File: src/rtl/defines.v
// Shared core-wide width defines.
`ifndef CORE_DEFINES_V
`define CORE_DEFINES_V
`define CPU_WIDTH 32
`define REG_NUM 16
`endif

File: src/rtl/wbu_pkg.sv
// Writeback-unit types and helpers shared by the WBU and its register slices.
`include "defines.v"

package wbu_pkg;

    localparam int unsigned XLEN = `CPU_WIDTH;
    localparam int unsigned NREG = `REG_NUM;
    localparam int unsigned RD_W = 5;
    localparam int unsigned AW   = $clog2(NREG);

    typedef struct packed {
        logic [AW-1:0]   addr;
        logic [XLEN-1:0] data;
    } wb_beat_t;

    // A destination is live only if it is non-zero and exists in RV32E.
    function automatic logic rd_live(input logic [RD_W-1:0] rd);
        return (32'(rd) < NREG) && (rd != '0);
    endfunction

    function automatic logic [AW-1:0] rd_addr(input logic [RD_W-1:0] rd);
        return rd[AW-1:0];
    endfunction

endpackage

File: src/rtl/wbu_reg.sv
// Enabled register slice with asynchronous active-low clear.
module wbu_reg #(
    parameter int unsigned W = 1
) (
    input  logic         clk,
    input  logic         rst,
    input  logic         en,
    input  logic [W-1:0] d,
    output logic [W-1:0] q
);

    always_ff @(posedge clk or negedge rst) begin
        if (!rst) begin
            q <= '0;
        end else if (en) begin
            q <= d;
        end
    end

endmodule

File: src/rtl/wbu.sv
// Writeback unit: arbitrates ALU/load results into one RF write port and tracks pending writes.
module wbu
    import wbu_pkg::*;
(
    input  logic            clk,
    input  logic            rst,
    input  logic            exu_valid,
    output logic            exu_ready,
    input  logic [RD_W-1:0] exu_rd,
    input  logic [XLEN-1:0] exu_data,
    input  logic            lsu_valid,
    output logic            lsu_ready,
    input  logic [RD_W-1:0] lsu_rd,
    input  logic [XLEN-1:0] lsu_data,
    input  logic            iss_valid,
    input  logic [RD_W-1:0] iss_rd,
    output logic            iss_stall,
    output logic            rf_wen,
    output logic [RD_W-1:0] rf_waddr,
    output logic [XLEN-1:0] rf_wdata,
    output logic [NREG-1:0] busy,
    output logic [XLEN-1:0] s_commit_cnt
);

    logic            lsu_fire;
    logic            exu_fire;
    logic            beat_live;
    logic            iss_fire;
    logic [RD_W-1:0] beat_rd;
    wb_beat_t        beat_d;
    wb_beat_t        beat_q;
    logic            wen_q;
    logic [NREG-1:0] busy_q;
    logic [NREG-1:0] busy_d;
    logic [NREG-1:0] busy_set;
    logic [NREG-1:0] busy_clr;
    logic [XLEN-1:0] cnt_q;
    logic [XLEN-1:0] cnt_d;

    // Loads have fixed priority; both channels are closed while in reset.
    assign lsu_ready = rst;
    assign exu_ready = rst && !lsu_valid;

    always_comb begin
        lsu_fire    = lsu_valid && lsu_ready;
        exu_fire    = exu_valid && exu_ready;
        beat_rd     = lsu_fire ? lsu_rd : exu_rd;
        beat_d.addr = rd_addr(beat_rd);
        beat_d.data = lsu_fire ? lsu_data : exu_data;
        beat_live   = (lsu_fire || exu_fire) && rd_live(beat_rd);

        iss_stall   = iss_valid && rd_live(iss_rd) && busy_q[rd_addr(iss_rd)];
        iss_fire    = iss_valid && rd_live(iss_rd) && !iss_stall;

        // A new reservation wins over a commit to the same register.
        busy_set    = iss_fire ? (NREG'(1) << rd_addr(iss_rd)) : '0;
        busy_clr    = wen_q ? (NREG'(1) << beat_q.addr) : '0;
        busy_d      = ((busy_q & ~busy_clr) | busy_set) & ~NREG'(1);

        cnt_d       = cnt_q + XLEN'(1);
    end

    wbu_reg #(.W(1)) u_wen_reg (
        .clk (clk),
        .rst (rst),
        .en  (1'b1),
        .d   (beat_live),
        .q   (wen_q)
    );

    // Address/data only move on a real commit so they hold between writes.
    wbu_reg #(.W($bits(wb_beat_t))) u_beat_reg (
        .clk (clk),
        .rst (rst),
        .en  (beat_live),
        .d   (beat_d),
        .q   (beat_q)
    );

    wbu_reg #(.W(NREG)) u_busy_reg (
        .clk (clk),
        .rst (rst),
        .en  (1'b1),
        .d   (busy_d),
        .q   (busy_q)
    );

    wbu_reg #(.W(XLEN)) u_cnt_reg (
        .clk (clk),
        .rst (rst),
        .en  (beat_live),
        .d   (cnt_d),
        .q   (cnt_q)
    );

    assign rf_wen       = wen_q;
    assign rf_waddr     = RD_W'(beat_q.addr);
    assign rf_wdata     = beat_q.data;
    assign busy         = busy_q;
    assign s_commit_cnt = cnt_q;

endmodule

File: config.mk
export PLATFORM = sky130hd
export DESIGN_NAME = wbu
export DESIGN_NICKNAME = d
export VERILOG_FILES = /design/src/rtl/wbu_pkg.sv /design/src/rtl/wbu_reg.sv /design/src/rtl/wbu.sv
export VERILOG_INCLUDE_DIRS = /design/src /design/src/rtl
export SDC_FILE = /design/constraint.sdc
export NUM_CORES = 1
export LEC_CHECK = 0
export CORE_AREA = 2 2 97 99
export CTS_CLUSTER_DIAMETER = 60
export DETAILED_ROUTE_END_ITERATION = 6
export DIE_AREA = 0 0 99 101
export GPL_ROUTABILITY_DRIVEN = 1
export HOLD_SLACK_MARGIN = 0.1
export PLACE_DENSITY = 0.95
export SLEW_MARGIN = 10
export SYNTH_ARGS = -nofsm -noshare
export SYNTH_HDL_FRONTEND = slang
export SYNTH_SLANG_ARGS = --single-unit
File: constraint.sdc
create_clock -name clk -period 5.6 [get_ports clk]
set_input_delay 0.84 -clock clk [delete_from_list [all_inputs] [get_ports clk]]
set_output_delay 0.84 -clock clk [all_outputs]
set_load 0.01 [all_outputs]
* Word-level counts from Yosys, hierarchy flattened
Cells that the tools add are included.
** Word-level totals
- Register bits after elaboration :: 84
- Bits of input ports :: 84
- Output and inout port bits :: 89
- Logic and storage cells :: 33
** Cells by class
- Add/subtract/negate cells :: 1
- $lt $le $gt $ge :: 3
- Shift-type cells :: 2
- Mux-type cells :: 6
- Bitwise operators :: 3
- Reduce and logical (&&, ||, !) cells :: 14
** Operators by type and width (number)
- $add A32 B1 Y32 const B :: 1
- $mux W16 :: 2
- $mux W32 :: 1
- $shl A1 B4 Y16 const A :: 2
- $and A16 B16 Y16 :: 1
- $not A16 Y16 :: 1
- $or A16 B16 Y16 :: 1
- $lt A5 B5 Y1 const B :: 2
- $reduce_bool A5 Y1 :: 2
- $logic_and A1 B1 Y1 :: 9
- $lt A4 B5 Y1 const B :: 1
- $mux W5 :: 1
- $bmux W1 S4 :: 1
- $logic_not A1 Y1 :: 2
- $logic_or A1 B1 Y1 :: 1
- $mux W1 :: 1

* Longest topological paths before layout
Gate-level depths: netlist of the first run.
- Depth after elaboration :: 8
- Depth in mapped cells :: 8
- Depth with buffers taken out :: 6

* Hierarchy
Synthesis of the first run repeated with hierarchy kept, for this count alone.
** Second synthesis, totals
- Cell total of the unflattened synthesis :: 386
- Area total of the unflattened synthesis :: 5049.8 um2
** Modules (own cells, without submodules)
- wbu :: instances 1, cells an instance 206, area an instance 1525.2 um2, seq. area each 0.0 um2
- wbu_reg (u_beat_reg) :: instances 1, cells an instance 76, area an instance 1490.2 um2, seq. area each 900.9 um2
- wbu_reg (u_cnt_reg) :: instances 1, cells an instance 68, area an instance 1345.0 um2, seq. area each 800.8 um2
- wbu_reg (u_busy_reg) :: instances 1, cells an instance 34, area an instance 649.4 um2, seq. area each 400.4 um2
- wbu_reg (u_wen_reg) :: instances 1, cells an instance 2, area an instance 40.0 um2, seq. area each 25.0 um2

* Worst setup path after synthesis of the first run
OpenSTA, ideal clock, no wires.
- Path kind :: in2out
- Start :: input iss_rd[0]
- End :: output iss_stall
- Data arrival time :: 1.920 ns
- Data required time :: 4.760 ns
- Slack :: 2.840 ns
- Stages on the path :: 4
- Path buffers :: 1
- Cell sequence :: clkbuf_1 > mux4_2 > mux2i_1 > a211oi_1
** Between the ends
- Word-level cells in the longest chain between the ends :: 4
** RTL lines
- from (decl) :: RTL line wbu.sv:16 : input logic [RD_W-1:0] iss_rd,
- $lt A5 B5 Y1 / $reduce_bool A5 Y1 (equally long branches) :: RTL line wbu_pkg.sv:18 : return (32'(rd) < NREG) && (rd != '0);
- $logic_and A1 B1 Y1 :: RTL line wbu_pkg.sv:18
- $logic_and A1 B1 Y1 :: RTL line wbu.sv:52 : iss_stall = iss_valid && rd_live(iss_rd) && busy_q[rd_addr(iss_rd)];
- $logic_and A1 B1 Y1 * :: RTL line wbu.sv:52
- to (decl) :: RTL line wbu.sv:17 : output logic iss_stall,
Mark *: on every way between the ends. The rest lies on a longest branch, timed or not. The select of a mux whose other input is x is not followed.

* Worst setup path in the final report of the first run
Ends and elaborated chain as after synthesis.

==> out/summary.txt, run 1 <==
share of cells above drive strength 1 -> 5.42%
Synth area leader -> dfrtp_1
Placed Area -> 5770 um^2
Peak VDD IR -> 0.155 mV
slowest stage cell, crit path -> clkdlybuf4s50_1
first-pass GRT wire length -> 18300 um
Pins Over Slew Limit -> 0
I/O pin total -> 173
grt total ovfl -> 0
synth cell count leaders -> dfrtp_1 (84), o21ai_0 (67), nand2_1 (53), mux2i_1 (40), xnor2_1 (19)
CTS resizes -> 0
Leakage -> 0.00262 uW
Clock Pin Slew Worst Setup and Hold Paths -> 0.10 ns
area delta synth->final -> 48.9%
H-tree depth -> 3
Sum Neg Setup Slack -> 0 ns
Detail Route Antenna Nets -> 0
top cells by area, synth -> dfrtp_1 (52%), mux2i_1 (10%), o21ai_0 (8.4%)
Final setup viols -> 0
DIE AREA -> 10000 um^2
CTS sink cnt -> 84
relative slew slack -> 37.8%
Synth Warn # -> 0
CTS root buffer -> clkbuf_8
deepest clock path buffer count -> 2
Final Net Count -> 634
CP arrival -> 2.86 ns
RSZ-0062 raised after global routing -> false
Synth Register Bits -> 84
detailed placer's ending HPWL -> 8780 um
flop2flop setup slack -> 3.37 ns
period utilization -> 66.2%
most used cell, CP -> clkdlybuf4s50_1
most common cell in the netlist -> dfrtp_1
Wirelength per Cell -> 17.0 um
CTS buffer count -> 9
pin count of the biggest net entering global routing -> 53
vias in the first global route -> 3766
Vias/cell -> 5.39
CP Max Fanout -> 10
worst-path cell chain -> clkdlybuf4s50_1 > nand2b_1 > o22ai_1 > a311oi_1 > a211oi_1 > clkdlybuf4s50_1
antenna diode count -> 0
max-cap viol count -> 0
Worst-Margin Slew -> 0.926 ns
reg2reg start -> u_cnt_reg.q[8]$_DFFE_PN0P_
Rows -> 35
Die Y -> 101 um
1st-pass router iterations -> 4
post-route cell area -> 5970 um^2
PwrDens -> 315 nW/um^2
Clk Latency, worst-skew pair -> 0.35 ns
Crit Path Class -> in2out
Max Fclk -> 270 MHz
Syn Area/Cell -> 10.4 um^2
cell area after synthesis -> 4010 um^2
drt initial violations -> 131
Port Buffers -> 170
Most used DFF post-synth -> dfrtp_1
FF-to-FF path depth -> 5
worst hold path class -> in2async
final setup skew -> 0.0134 ns
hold slack -> 0.431 ns
run status -> finished, final reports clean
post-synthesis instance total -> 384
Worst R2R End -> u_cnt_reg.q[18]$_DFFE_PN0P_
Core Footprint -> 8980 um^2
overall routed net length -> 11300 um
Yosys cell types -> 40
Post-synth EDFFs -> 0
Setup Buffers After CTS -> 0
Die W -> 99 um
Largest stage delay, worst path -> 0.61 ns
post-synth top area share -> 52.4%
Post-synth ARST share -> 100%
Final Critical Period -> 3.70 ns
via count -> 3585
initial core utilization -> 44.7%
endpoint type of the worst setup path -> primary output
CTS tree -> built
hold_buf cts -> 0
gr usage total -> 23.0%
RD Place Congestion -> 0.914
initial antenna violation count -> 0
WP data required -> 4.76 ns
endpoints failing hold -> 0
register area share after synthesis -> 52.4%
crit path launch type -> input port
DRC violations left -> 0
==> worst max-delay path by stage <==
stage                    from                          to  cells past startpoint
floorplan           iss_rd[0]                   iss_stall                      4
global placement    iss_rd[1]                   iss_stall                      6
detailed placement  lsu_valid  u_cnt_reg.q[8]$_DFFE_PN0P_                      7
CTS                 iss_rd[0]                   iss_stall                      6
global route        iss_rd[0]                   iss_stall                      6
finish              iss_rd[0]                   iss_stall                      6
==> through the flow <==
stage	util, %	setup slack [ns]	total power [uW]	instances
2_1_floorplan	-	2.84	1060	385
3_3_place_gp	64.3	1.95	1420	649
3_5_place_dp	64.3	1.83	1460	649
4_1_cts	66.5	1.90	1890	665
5_1_grt	66.5	1.75	1970	665
6_report	66.5	1.90	1880	665
==> layer usage <==
layer | vias up | track usage, % | share of wire, %
li1 | 1688 | - | -
met1 | 1702 | 26.1 | 38
met2 | 172 | 41.8 | 52
met3 | 23 | 5.55 | 8.4
met4 | 0 | 8.75 | 2.3
met5 | - | 0 | 0
==> area by class of cell <==
class,count,area (um^2)
fill,682,3010
sequential,84,2100
clock inverter,7,73.8
timing repair buffer,172,1710
tap,111,139
inverter,3,11.3
multi-input combinational,279,1810
clock buffer,9,124
==> logic make-up (layout without fill, tap and decap cells) <==
family	count (synthesis)	count (layout)	synth area share [%]
buffers and inverters	22	191	2.62
and+or+nand+nor	129	129	17.0
muxes	43	43	11.5
AOI/OAI and AO/OA	73	73	9.36
other	1	2	0.0935
adders and majority gates	1	1	0.312
xor gates and xnor gates	31	31	6.77
DFF	84	84	52.4
==> registers in the layout (all words and copies together) (netlist names) <==
register and count:
u_beat_reg.q 36, u_busy_reg.q 15, u_cnt_reg.q 32, u_wen_reg.q 1
==> layout by cell type (no fill, tap or decap), types with 7 or more instances in the layout <==
master	count
clkbuf_8	9
nor3_1	7
xnor2_1	19
o21ai_0	67
mux2i_1	40
xor2_1	12
clkdlybuf4s50_1	169
dfrtp_1	84
nor4_1	8
nand3_1	14
nand2_1	53
nand4_1	9
==> worst max-delay path, delay by kind of cell <==
| family | cells | cell delay [ns] |
|---|---|---|
| buf+inv | 2 | 1.18 |
| compound gates | 3 | 0.51 |
| simple gates | 1 | 0.33 |
==> power by group <==
part	leakage [uW]	switching (uW)	internal (uW)
clock network	0.000100	227	209
registers	0.00105	118	726
logic	0.00147	253	346
total	0.00262	599	1280
No activity file was read; power rests on OpenSTA's default activity.
==> run 2, diff against run 1 <==
--- a/config.mk
+++ b/config.mk
@@ -6,13 +6,13 @@
 export SDC_FILE = /design/constraint.sdc
 export NUM_CORES = 1
 export LEC_CHECK = 0
-export CORE_AREA = 2 2 97 99
+export CORE_AREA = 2 2 100 102
 export CTS_CLUSTER_DIAMETER = 60
 export DETAILED_ROUTE_END_ITERATION = 6
-export DIE_AREA = 0 0 99 101
+export DIE_AREA = 0 0 102 104
 export GPL_ROUTABILITY_DRIVEN = 1
 export HOLD_SLACK_MARGIN = 0.1
-export PLACE_DENSITY = 0.95
+export PLACE_DENSITY = 0.91
 export SLEW_MARGIN = 10
 export SYNTH_ARGS = -nofsm -noshare
 export SYNTH_HDL_FRONTEND = slang
==> constraint.sdc (replaced) <==
create_clock -name clk -period 3.6 [get_ports clk]
set_input_delay 0.54 -clock clk [delete_from_list [all_inputs] [get_ports clk]]
set_output_delay 0.54 -clock clk [all_outputs]
set_load 0.01 [all_outputs]
==> run 2 against run 1 <==
Final area rose by 0.71%. Sequential power rose by 55%. Sequential share of layout area shrank 0.25 points. Largest cell class unchanged. First-iteration DRC count rose by 11%. Combinational power rose by 56%. Clock skew about the same. Global-route usage down 1.1 points. Routed wire length rose by 2.1%. Register-to-register slack lost 2.0 ns. Utilization fell by 3.5 points. Final cell count up 3.9%. Clock-buffer cell count did not move.
==> out/summary.txt, run 2 (synthesis gave the netlist of run 1 again) <==
most used cell, CP -> clkdlybuf4s50_1
grt total ovfl -> 0 (unchanged)
CTS root buffer -> clkbuf_8
Most flops, register -> u_beat_reg.q
I/O pin total -> 173 (unchanged)
worst hold path class -> reg2reg
most frequent cells in the layout -> clkdlybuf4s50_1 (169), dfrtp_1 (84), o21ai_0 (67)
Largest stage delay, worst path -> 0.61 ns (about the same)
crit-path leading delay family -> buffers and inverters
initial core utilization -> 42.0% (-2.7 points)
final setup skew -> 0.0132 ns (-0.000273 ns)
detailed placer's ending HPWL -> 8890 um (+1.2%)
DIE AREA -> 10600 um^2 (+6.1%)
Sum Neg Setup Slack -> 0 ns (unchanged)
reg2reg start -> u_cnt_reg.q[8]$_DFFE_PN0P_
CTS buffer count -> 9 (unchanged)
Crit Path Class -> in2out
overall routed net length -> 11500 um (+2.1%)
PwrDens -> 471 nW/um^2 (+50%)
Pins Over Slew Limit -> 0 (unchanged)
run status -> finished, final reports clean
worst path bufs/invs -> 2 (unchanged)
top flop regs -> u_beat_reg.q: 36 flops, u_cnt_reg.q: 32 flops, u_busy_reg.q: 15 flops
Worst R2R End -> u_cnt_reg.q[20]$_DFFE_PN0P_
Rows -> 36 (+2.9%)
CTS tree -> built
Worst path depth -> 6 (unchanged)
switching share of power -> 32.3% (+0.48 points)
Detail Route Antenna Nets -> 0 (unchanged)
Setup Buffers After CTS -> 0 (unchanged)
CTS resizes -> 0 (unchanged)
Leakage -> 0.00263 uW (+0.31%)
Layout Cells excl Fill -> 691 (+3.9%)
Vias/cell -> 5.18 (-3.8%)
flip-flop count of the largest register after layout -> 36 (unchanged)
Min-Delay Path Depth -> 2
Clk Latency, worst-skew pair -> 0.35 ns (about the same)
Wirelength per Cell -> 16.7 um (-1.7%)
Comb power frac -> 33.0% (+1.2 points)
Max Fclk -> 317 MHz
share of cells above drive strength 1 -> 5.91% (+0.50 points)
worst hold start -> u_beat_reg.q[14]$_DFFE_PN0P_
crit path launch type -> input port
WHS Endpoint -> u_beat_reg.q[14]$_DFFE_PN0P_
placed cell count -> 674 (+3.9%)
endpoints failing hold -> 0 (unchanged)
relative slew slack -> 39.1% (+1.3 points)
H-tree depth -> 3 (unchanged)
deepest clock path buffer count -> 2 (unchanged)
initial antenna violation count -> 0 (unchanged)
antenna diode count -> 0 (unchanged)
first-pass GRT wire length -> 18100 um (-0.95%)
Die Y -> 104 um (+3.0%)
switching power -> 916 uW (+53%)
DRC violations left -> 0 (unchanged)
Port Buffers -> 170 (unchanged)
Peak VDD IR -> 0.255 mV (+65%)
Clock Pin Slew Worst Setup and Hold Paths -> 0.08 ns (-0.02 ns)
share of power burned in registers -> 46.4% (+1.5 points)
drt initial violations -> 146 (+11%)
pin count of the biggest net entering global routing -> 66 (+25%)
Final Net Count -> 638 (+0.63%)
vias in the first global route -> 3649 (-3.1%)
CP Max Fanout -> 10 (unchanged)
hold_buf cts -> 1 (+1)
period utilization -> 87.6%
Final setup viols -> 0 (unchanged)
clock share of power -> 20.7% (-2.5 points)
via count -> 3582 (-0.084%)
endpoint type of the worst setup path -> primary output
Final Critical Period -> 3.15 ns
CTS sink cnt -> 84 (unchanged)
area delta synth->final -> 49.9%
Core Footprint -> 9550 um^2 (+6.4%)
RSZ-0062 raised after global routing -> false
RD Place Congestion -> 0.883 (-3.4%)
flop2flop setup slack -> 1.42 ns (-1.95 ns)
WP data required -> 3.06 ns (-1.70 ns)
FF-to-FF path depth -> 5 (unchanged)
Pint -> 1920 uW (+50%)
slowest stage cell, crit path -> clkdlybuf4s50_1
worst-path cell chain -> clkdlybuf4s50_1 > or2_2 > o22ai_1 > a311oi_1 > a211oi_1 > clkdlybuf4s50_1
Die W -> 102 um (+3.0%)
gr usage total -> 21.9% (-1.1 points)
commonest non-fill, non-tap cell in the layout -> clkdlybuf4s50_1
1st-pass router iterations -> 4 (unchanged)
Worst-Margin Slew -> 0.907 ns (-0.0192 ns)
max-cap viol count -> 0 (unchanged)
CP arrival -> 2.61 ns (-0.25 ns)
==> run 2: changes by cell type in the layout (fill, tap and decap cells not counted) <==
cell	previous run	this run
clkinv_2	2	4
clkinv_4	0	1
buf_4	3	5
bufinv_16	1	0
dlygate4sd3_1	0	1
buf_12	0	1
inv_6	3	0
clkinvlp_4	1	2
==> run 2: per-layer routing <==
layer	wire [um]	up-vias	GRT usage, %
met4	272	0	8.29
met3	912	23	5.71
met1	4490	1693	26.1
met5	0	-	0
li1	-	1689	-
met2	5860	177	37.4
==> run 2: power by group through the flow <==
stage          clock, uW  combinational, uW  sequential (uW)
4_1_cts              606                942             1310
3_5_place_dp           0                938             1330
2_1_floorplan          0                267             1380
5_1_grt              652               1010             1340
6_report             586                934             1310
3_3_place_gp           0                910             1320
==> run 2: worst register-to-register path: cells and delay by family, from the launching register on <==
kind	cells	cell delay, ns
xor gates and xnor gates	1	0.17
and+or+nand+nor	4	1.47
DFF	1	0.42
==> run 2: stage by stage <==
step / instance area [um^2] / util, % / total power (uW) / setup slack, ns / hold slack [ns]
final: 6010 / 63.0 / 2830 / 0.446 / 0.483
after detailed placement: 5840 / 61.1 / 2270 / 0.472 / 0.446
after floorplan: 4020 / - / 1640 / 1.37 / 0.244
after global placement: 5840 / 61.1 / 2230 / 0.498 / 0.441
after CTS: 6010 / 63.0 / 2860 / 0.461 / 0.488
after global routing: 6010 / 63.0 / 3010 / 0.336 / 0.512
==> run 2: how the worst max path moves through the flow <==
stage	slack [ns]	to	startpoint
3_5_place_dp	0.47	iss_stall	iss_rd[0]
2_1_floorplan	1.37	u_busy_reg.q[4]$_DFF_PN0_	iss_rd[0]
3_3_place_gp	0.50	iss_stall	iss_rd[0]
6_report	0.45	iss_stall	iss_rd[1]
4_1_cts	0.46	iss_stall	iss_rd[1]
5_1_grt	0.34	iss_stall	iss_rd[1]
==> run 2: final cells by class <==
cell class	count	area [um^2]
multi-input cells	279	1810
clock inverters	7	43.8
repair buffers	176	1760
flip-flops and latches	84	2100
well taps	133	166
fillers	799	3530
clock buffers	9	124
inverters	3	11.3
==> run 3, diff against run 2 <==
==> constraint.sdc (replaced) <==
create_clock -name clk -period 3.6 [get_ports clk]
set_input_delay 0.72 -clock clk [delete_from_list [all_inputs] [get_ports clk]]
set_output_delay 0.72 -clock clk [all_outputs]
set_load 0.01 [all_outputs]
==> run 3 against run 2 <==
Global-route usage down 0.17 points. Flip-flop and latch count unchanged. Register-to-register slack worse by 0.03 ns. Die area unchanged. Final cell count unchanged. Clock-buffer cell count up 2. Routed wire length down 2.4%. Sequential power about the same. Worst hold slack worse by 0.25 ns. Non-clock buffer count up 1. Combinational power about the same. Critical endpoint unchanged. Largest cell class unchanged. Highest routed layer unchanged.
==> out/summary.txt, run 3 (synthesis gave the netlist of run 1 again) <==
run status -> finished, final reports clean
CTS sink cnt -> 84 (unchanged)
crit path launch type -> input port
met3 Track Usage GR -> 5.71% (unchanged)
met2 Track Usage GR -> 36.4% (-0.99 points)
WP data required -> 2.88 ns (-0.18 ns)
RSZ-0062 raised after global routing -> false
Die Y -> 104 um (unchanged)
detailed placer's ending HPWL -> 8590 um (-3.4%)
Pint -> 1990 uW (+3.7%)
CTS tree -> built
flip-flop count of the largest register after layout -> 36 (unchanged)
relative slew slack -> 34.8% (-4.3 points)
share of power burned in registers -> 45.5% (-0.9 points)
FF-to-FF path depth -> 5 (unchanged)
switching share of power -> 31.0% (-1.3 points)
CP arrival -> 2.66 ns (+0.05 ns)
max-cap viol count -> 0 (unchanged)
Clk Latency, worst-skew pair -> 0.34 ns (about the same)
DIE AREA -> 10600 um^2 (unchanged)
I/O pin total -> 173 (unchanged)
grt total ovfl -> 0 (unchanged)
Core Footprint -> 9550 um^2 (unchanged)
endpoint type of the worst setup path -> primary output
RD Place Congestion -> 0.864 (-2.2%)
share of cells above drive strength 1 -> 5.73% (-0.18 points)
Detail Route Antenna Nets -> 0 (unchanged)
DRC violations left -> 0 (unchanged)
CTS resizes -> 0 (unchanged)
flop2flop setup slack -> 1.39 ns (-0.03 ns)
most frequent cells in the layout -> clkdlybuf4s50_1 (169), dfrtp_1 (84), o21ai_0 (67)
CP Max Fanout -> 7 (-3)
reg2reg start -> u_cnt_reg.q[0]$_DFFE_PN0P_
Crit Path Class -> in2out
1st-pass router iterations -> 4 (unchanged)
Final Net Count -> 639 (+0.16%)
GR met1 Demand/Resource -> 27.0% (+0.90 points)
clock share of power -> 22.1% (+1.4 points)
final setup skew -> 0.0149 ns (+0.00179 ns)
Rows -> 36 (unchanged)
Clock Pin Slew Worst Setup and Hold Paths -> 0.08 ns (about the same)
CP Launch Point -> iss_rd[1]
Vias/cell -> 5.21 (+0.50%)
CP Capture Point -> iss_stall
GRT busiest layer -> met2
Die W -> 102 um (unchanged)
Comb power frac -> 32.5% (-0.5 points)
PwrDens -> 478 nW/um^2 (+1.5%)
first-pass GRT wire length -> 18300 um (+0.84%)
period utilization -> 93.9% (+6.3 points)
commonest non-fill, non-tap cell in the layout -> clkdlybuf4s50_1
initial antenna violation count -> 0 (unchanged)
Setup Buffers After CTS -> 0 (unchanged)
deepest clock path buffer count -> 2 (unchanged)
switching power -> 896 uW (-2.2%)
Leakage -> 0.00264 uW (+0.38%)
Final setup viols -> 0 (unchanged)
drt initial violations -> 156 (+6.8%)
total power -> 2890 uW (+1.8%)
via count -> 3600 (+0.50%)
vias in the first global route -> 3705 (+1.5%)
Sum Neg Setup Slack -> 0 ns (unchanged)
gr usage total -> 21.7% (-0.17 points)
area delta synth->final -> 50.4%
Most flops, register -> u_beat_reg.q
pin count of the biggest net entering global routing -> 66 (unchanged)
Pins Over Slew Limit -> 0 (unchanged)
Wirelength per Cell -> 16.3 um (-2.4%)
overall routed net length -> 11300 um (-2.4%)
Max Fclk -> 296 MHz (-6.7%)
worst hold path class -> in2async
endpoints failing hold -> 0 (unchanged)
Peak VDD IR -> 0.279 mV (+9.4%)
top flop regs -> u_beat_reg.q: 36 flops, u_cnt_reg.q: 32 flops, u_busy_reg.q: 15 flops
Worst-Margin Slew -> 0.971 ns (+0.0639 ns)
H-tree depth -> 3 (unchanged)
initial core utilization -> 42.0% (unchanged)
CTS root buffer -> clkbuf_8
antenna diode count -> 0 (unchanged)
Worst R2R End -> u_cnt_reg.q[22]$_DFFE_PN0P_
Final Critical Period -> 3.38 ns (+0.227 ns)
Port Buffers -> 170 (unchanged)
hold_buf cts -> 0 (-1)
CTS buffer count -> 9 (unchanged)
## run 3: how the worst min path moves through the flow
stage,depth (start not counted),start,slack (ns),endpoint
detailed placement,1,u_cnt_reg.q[31]$_DFFE_PN0P_,0.46,u_cnt_reg.q[31]$_DFFE_PN0P_
global route,1,rst,0.21,u_beat_reg.q[12]$_DFFE_PN0P_
floorplan,0,rst,0.42,u_beat_reg.q[0]$_DFFE_PN0P_
CTS,1,rst,0.21,u_beat_reg.q[12]$_DFFE_PN0P_
finish,1,rst,0.23,u_beat_reg.q[12]$_DFFE_PN0P_
global placement,1,u_cnt_reg.q[31]$_DFFE_PN0P_,0.46,u_cnt_reg.q[31]$_DFFE_PN0P_
## run 3: final cells by class
| cell class | instances | area, um^2 |
|---|---|---|
| Clock buffer | 11 | 131 |
| Inverter | 3 | 11.3 |
| Clock inverter | 4 | 51.3 |
| Fill cell | 780 | 3510 |
| Timing Repair Buffer | 177 | 1760 |
| Tap cell | 133 | 166 |
| Multi-Input combinational cell | 279 | 1810 |
| Sequential cell | 84 | 2100 |
## run 3: power by group through the flow
stage / clock network, uW / registers, uW / logic, uW
finish: 636 / 1310 / 937
global route: 698 / 1340 / 1010
CTS: 653 / 1310 / 945
detailed placement: 0 / 1330 / 940
global placement: 0 / 1320 / 911
floorplan: 0 / 1380 / 267
## run 3: critical path, cell delays in order
cell and delay, ns:
clkdlybuf4s50_1 0.59, buf_4 0.18, mux2i_1 0.23, nand2_1 0.08, a311oi_1 0.29, a211oi_1 0.08
clkdlybuf4s50_1 0.49
## run 3: layer usage
metal,part of all wire (%),up-vias
li1,-,1697
met1,41,1737
met2,50,148
met3,7.1,18
met4,1.5,0
met5,0,-
## run 3: metrics by stage
| step | util (%) | std cells | worst slack, ns | instance area (um^2) | hold slack, ns |
|---|---|---|---|---|---|
| 2_1_floorplan | - | 385 | 1.08 | 4020 | 0.424 |
| 3_3_place_gp | 61.3 | 676 | 0.258 | 5850 | 0.459 |
| 3_5_place_dp | 61.3 | 676 | 0.230 | 5850 | 0.460 |
| 4_1_cts | 63.2 | 691 | 0.214 | 6030 | 0.213 |
| 5_1_grt | 63.2 | 691 | 0.0424 | 6030 | 0.207 |
| 6_report | 63.2 | 691 | 0.219 | 6030 | 0.234 |
==> RTL change: new RTL, flow settings as in run 3 <==
Reset style: synchronous (`rst`), changed in one clocked block. Comments in the files are not updated.
--- a/src/rtl/wbu_reg.sv
+++ b/src/rtl/wbu_reg.sv
@@ -10,5 +10,5 @@
 );
 
-    always_ff @(posedge clk or negedge rst) begin
+    always_ff @(posedge clk) begin
         if (!rst) begin
             q <= '0;
Behaviour: differs if rst is asserted again (counterexample within 4 cycles, from zero or initial values and one cycle with rst low); with rst held inactive, the same outputs for 10 cycles.
==> RTL change against run 3 <==
Non-clock buffer count increased by 4. Sequential cell count unchanged. Critical path depth shrank 2. Register-to-register slack better by 0.20 ns. Final cell count up 11%. Area after synthesis is 9.8% higher. Clock skew is 0.0012 ns higher. Design area increased by 4.7%. Routed wire length increased by 14%. Global-route usage is 3.0 points higher. Die area unchanged. Setup slack gained 0.072 ns.
Power is not compared: it rests on default switching activity, and its combinational part moved more than twofold at a synthesized area within 25%.
==> RTL change: results (changes against run 3) <==
- Hold Path Class: reg -> reg (was in -> async)
- WL met2: 6.44 mm (was 5.64 mm)
- Fin cells: 767 (was 691)
- Clock Latency Late Sink: 0.36 ns (was 0.34 ns)
- Layout cells sized above 1: 0.0741 (was 0.0573)
- Largest net degree at the start of global routing: 53 (was 66)
- Outcome: finished, final reports clean (unchanged)
- Antenna Cells: 0 (unchanged)
- DP Area: 6130 µm² (was 5850 µm²)
- Overall power: roughly 2 mW
- Post_cts resized: 0 (unchanged)
- Most frequent cells after synthesis: dfxtp_1, mux2i_1, a21oi_1 (was dfrtp_1, o21ai_0, nand2_1)
- Skew final: 0.0161 ns (was 0.0149 ns)
- Count of cell types in the netlist: 48 (was 40)
- R2r startpoint: u_cnt_reg.q[3] (was u_cnt_reg.q[0])
- RR Endpoint: u_cnt_reg.q[28] (was u_cnt_reg.q[22])
- Vias after detailed routing: 4412 (was 3600)
- FILL cells: 773 (was 780)
- FF-to-FF path depth: 4 (was 5)
- Nets: 714 (was 639)
- Final Wtd Congestion: 0.885 (was 0.864)
- Crit. Startpoint: iss_rd[0] (was iss_rd[1])
- Met2 Usage GRT: 0.408 (was 0.364)
- Dpl hpwl: 9.50 mm (was 8.59 mm)
- Crit path to: iss_stall (unchanged)
- Met1 Track Usage GR: 0.307 (was 0.270)
- Worst-path fanout max: 2 (was 7)
- Wl on met1: 5.20 mm (was 4.65 mm)
- FFs w/ async S/R, synth: 0 (was 1.00)
- Actual slew at the worst max-slew pin: 1.08 ns (was 0.971 ns)
- Top cells by area, synth: dfxtp_1, mux2i_1, a21oi_1 (was dfrtp_1, mux2i_1, o21ai_0)
- Gr usage total: 0.248 (was 0.217)
- DR WL/cell: 16.7 µm (was 16.3 µm)
- Post-Synthesis Cells: 478 (was 384)
- Wire length on met3: 852 µm (was 805 µm)
- GR Layer Usage met3: 0.0511 (was 0.0571)
- First-pass GRT wire length: 21.4 mm (was 18.3 mm)
- Crit path DAT: 2.59 ns (was 2.66 ns)
- Clk root buf: clkbuf_8 (unchanged)
- Final Cycle Share: 0.919 (was 0.939)
- Starting DRT DRC Count: 153 (was 156)
- P&R area growth vs syn: 43.4% (was 50.4%)
- DP Worst Slack: 0.0223 ns (was 0.230 ns)
- Port buffer count: 170 (unchanged)
- Placed cells: 751 (was 676)
- Reg2Reg Setup Slack: 1.59 ns (was 1.39 ns)
- WHS: 0.474 ns (was 0.234 ns)
- Top FF cell, synth: dfxtp_1 (was dfrtp_1)
- DR pass1 iterations: 6 (was 4)
- Seq pwr: between 0.9 and 1 mW
- Sequential-to-total area share from yosys stat: 0.382 (was 0.524)
-- RTL change: changes by cell type after synthesis, moves of 12 or more --
cell,before,now
a211oi_1,2,34
a21oi_1,2,52
buf_2,3,15
dfrtp_1,84,0
dfxtp_1,0,84
mux2i_1,40,59
nand2_1,53,34
nand2b_1,6,25
o21ai_0,67,13
xnor2_1,19,0
xor2_1,12,0
-- RTL change: layout make-up --
cell class	instances	area share
clock buffer	11	0.0208
clock inverter	5	0.00832
inverter	1	0.000594
multi-input combinational	352	0.397
sequential	84	0.266
tap	133	0.0263
timing repair buffer	181	0.281
-- RTL change: cell families (layout without fill, tap and decap cells) --
family,count (synthesis),after routing,synth area share
other cells,1,2,0.000851
mux,66,66,0.158
buf+inv,43,198,0.0537
fa+ha+maj,1,1,0.00284
simple gates,151,151,0.211
flops,84,84,0.382
compound gates,132,132,0.191
-- RTL change: critical path: stages --
cell and delay, ns:
clkdlybuf4s50_1 0.52, mux4_2 0.52, nand2_1 0.10, and4_1 0.20, clkdlybuf4s50_1 0.53
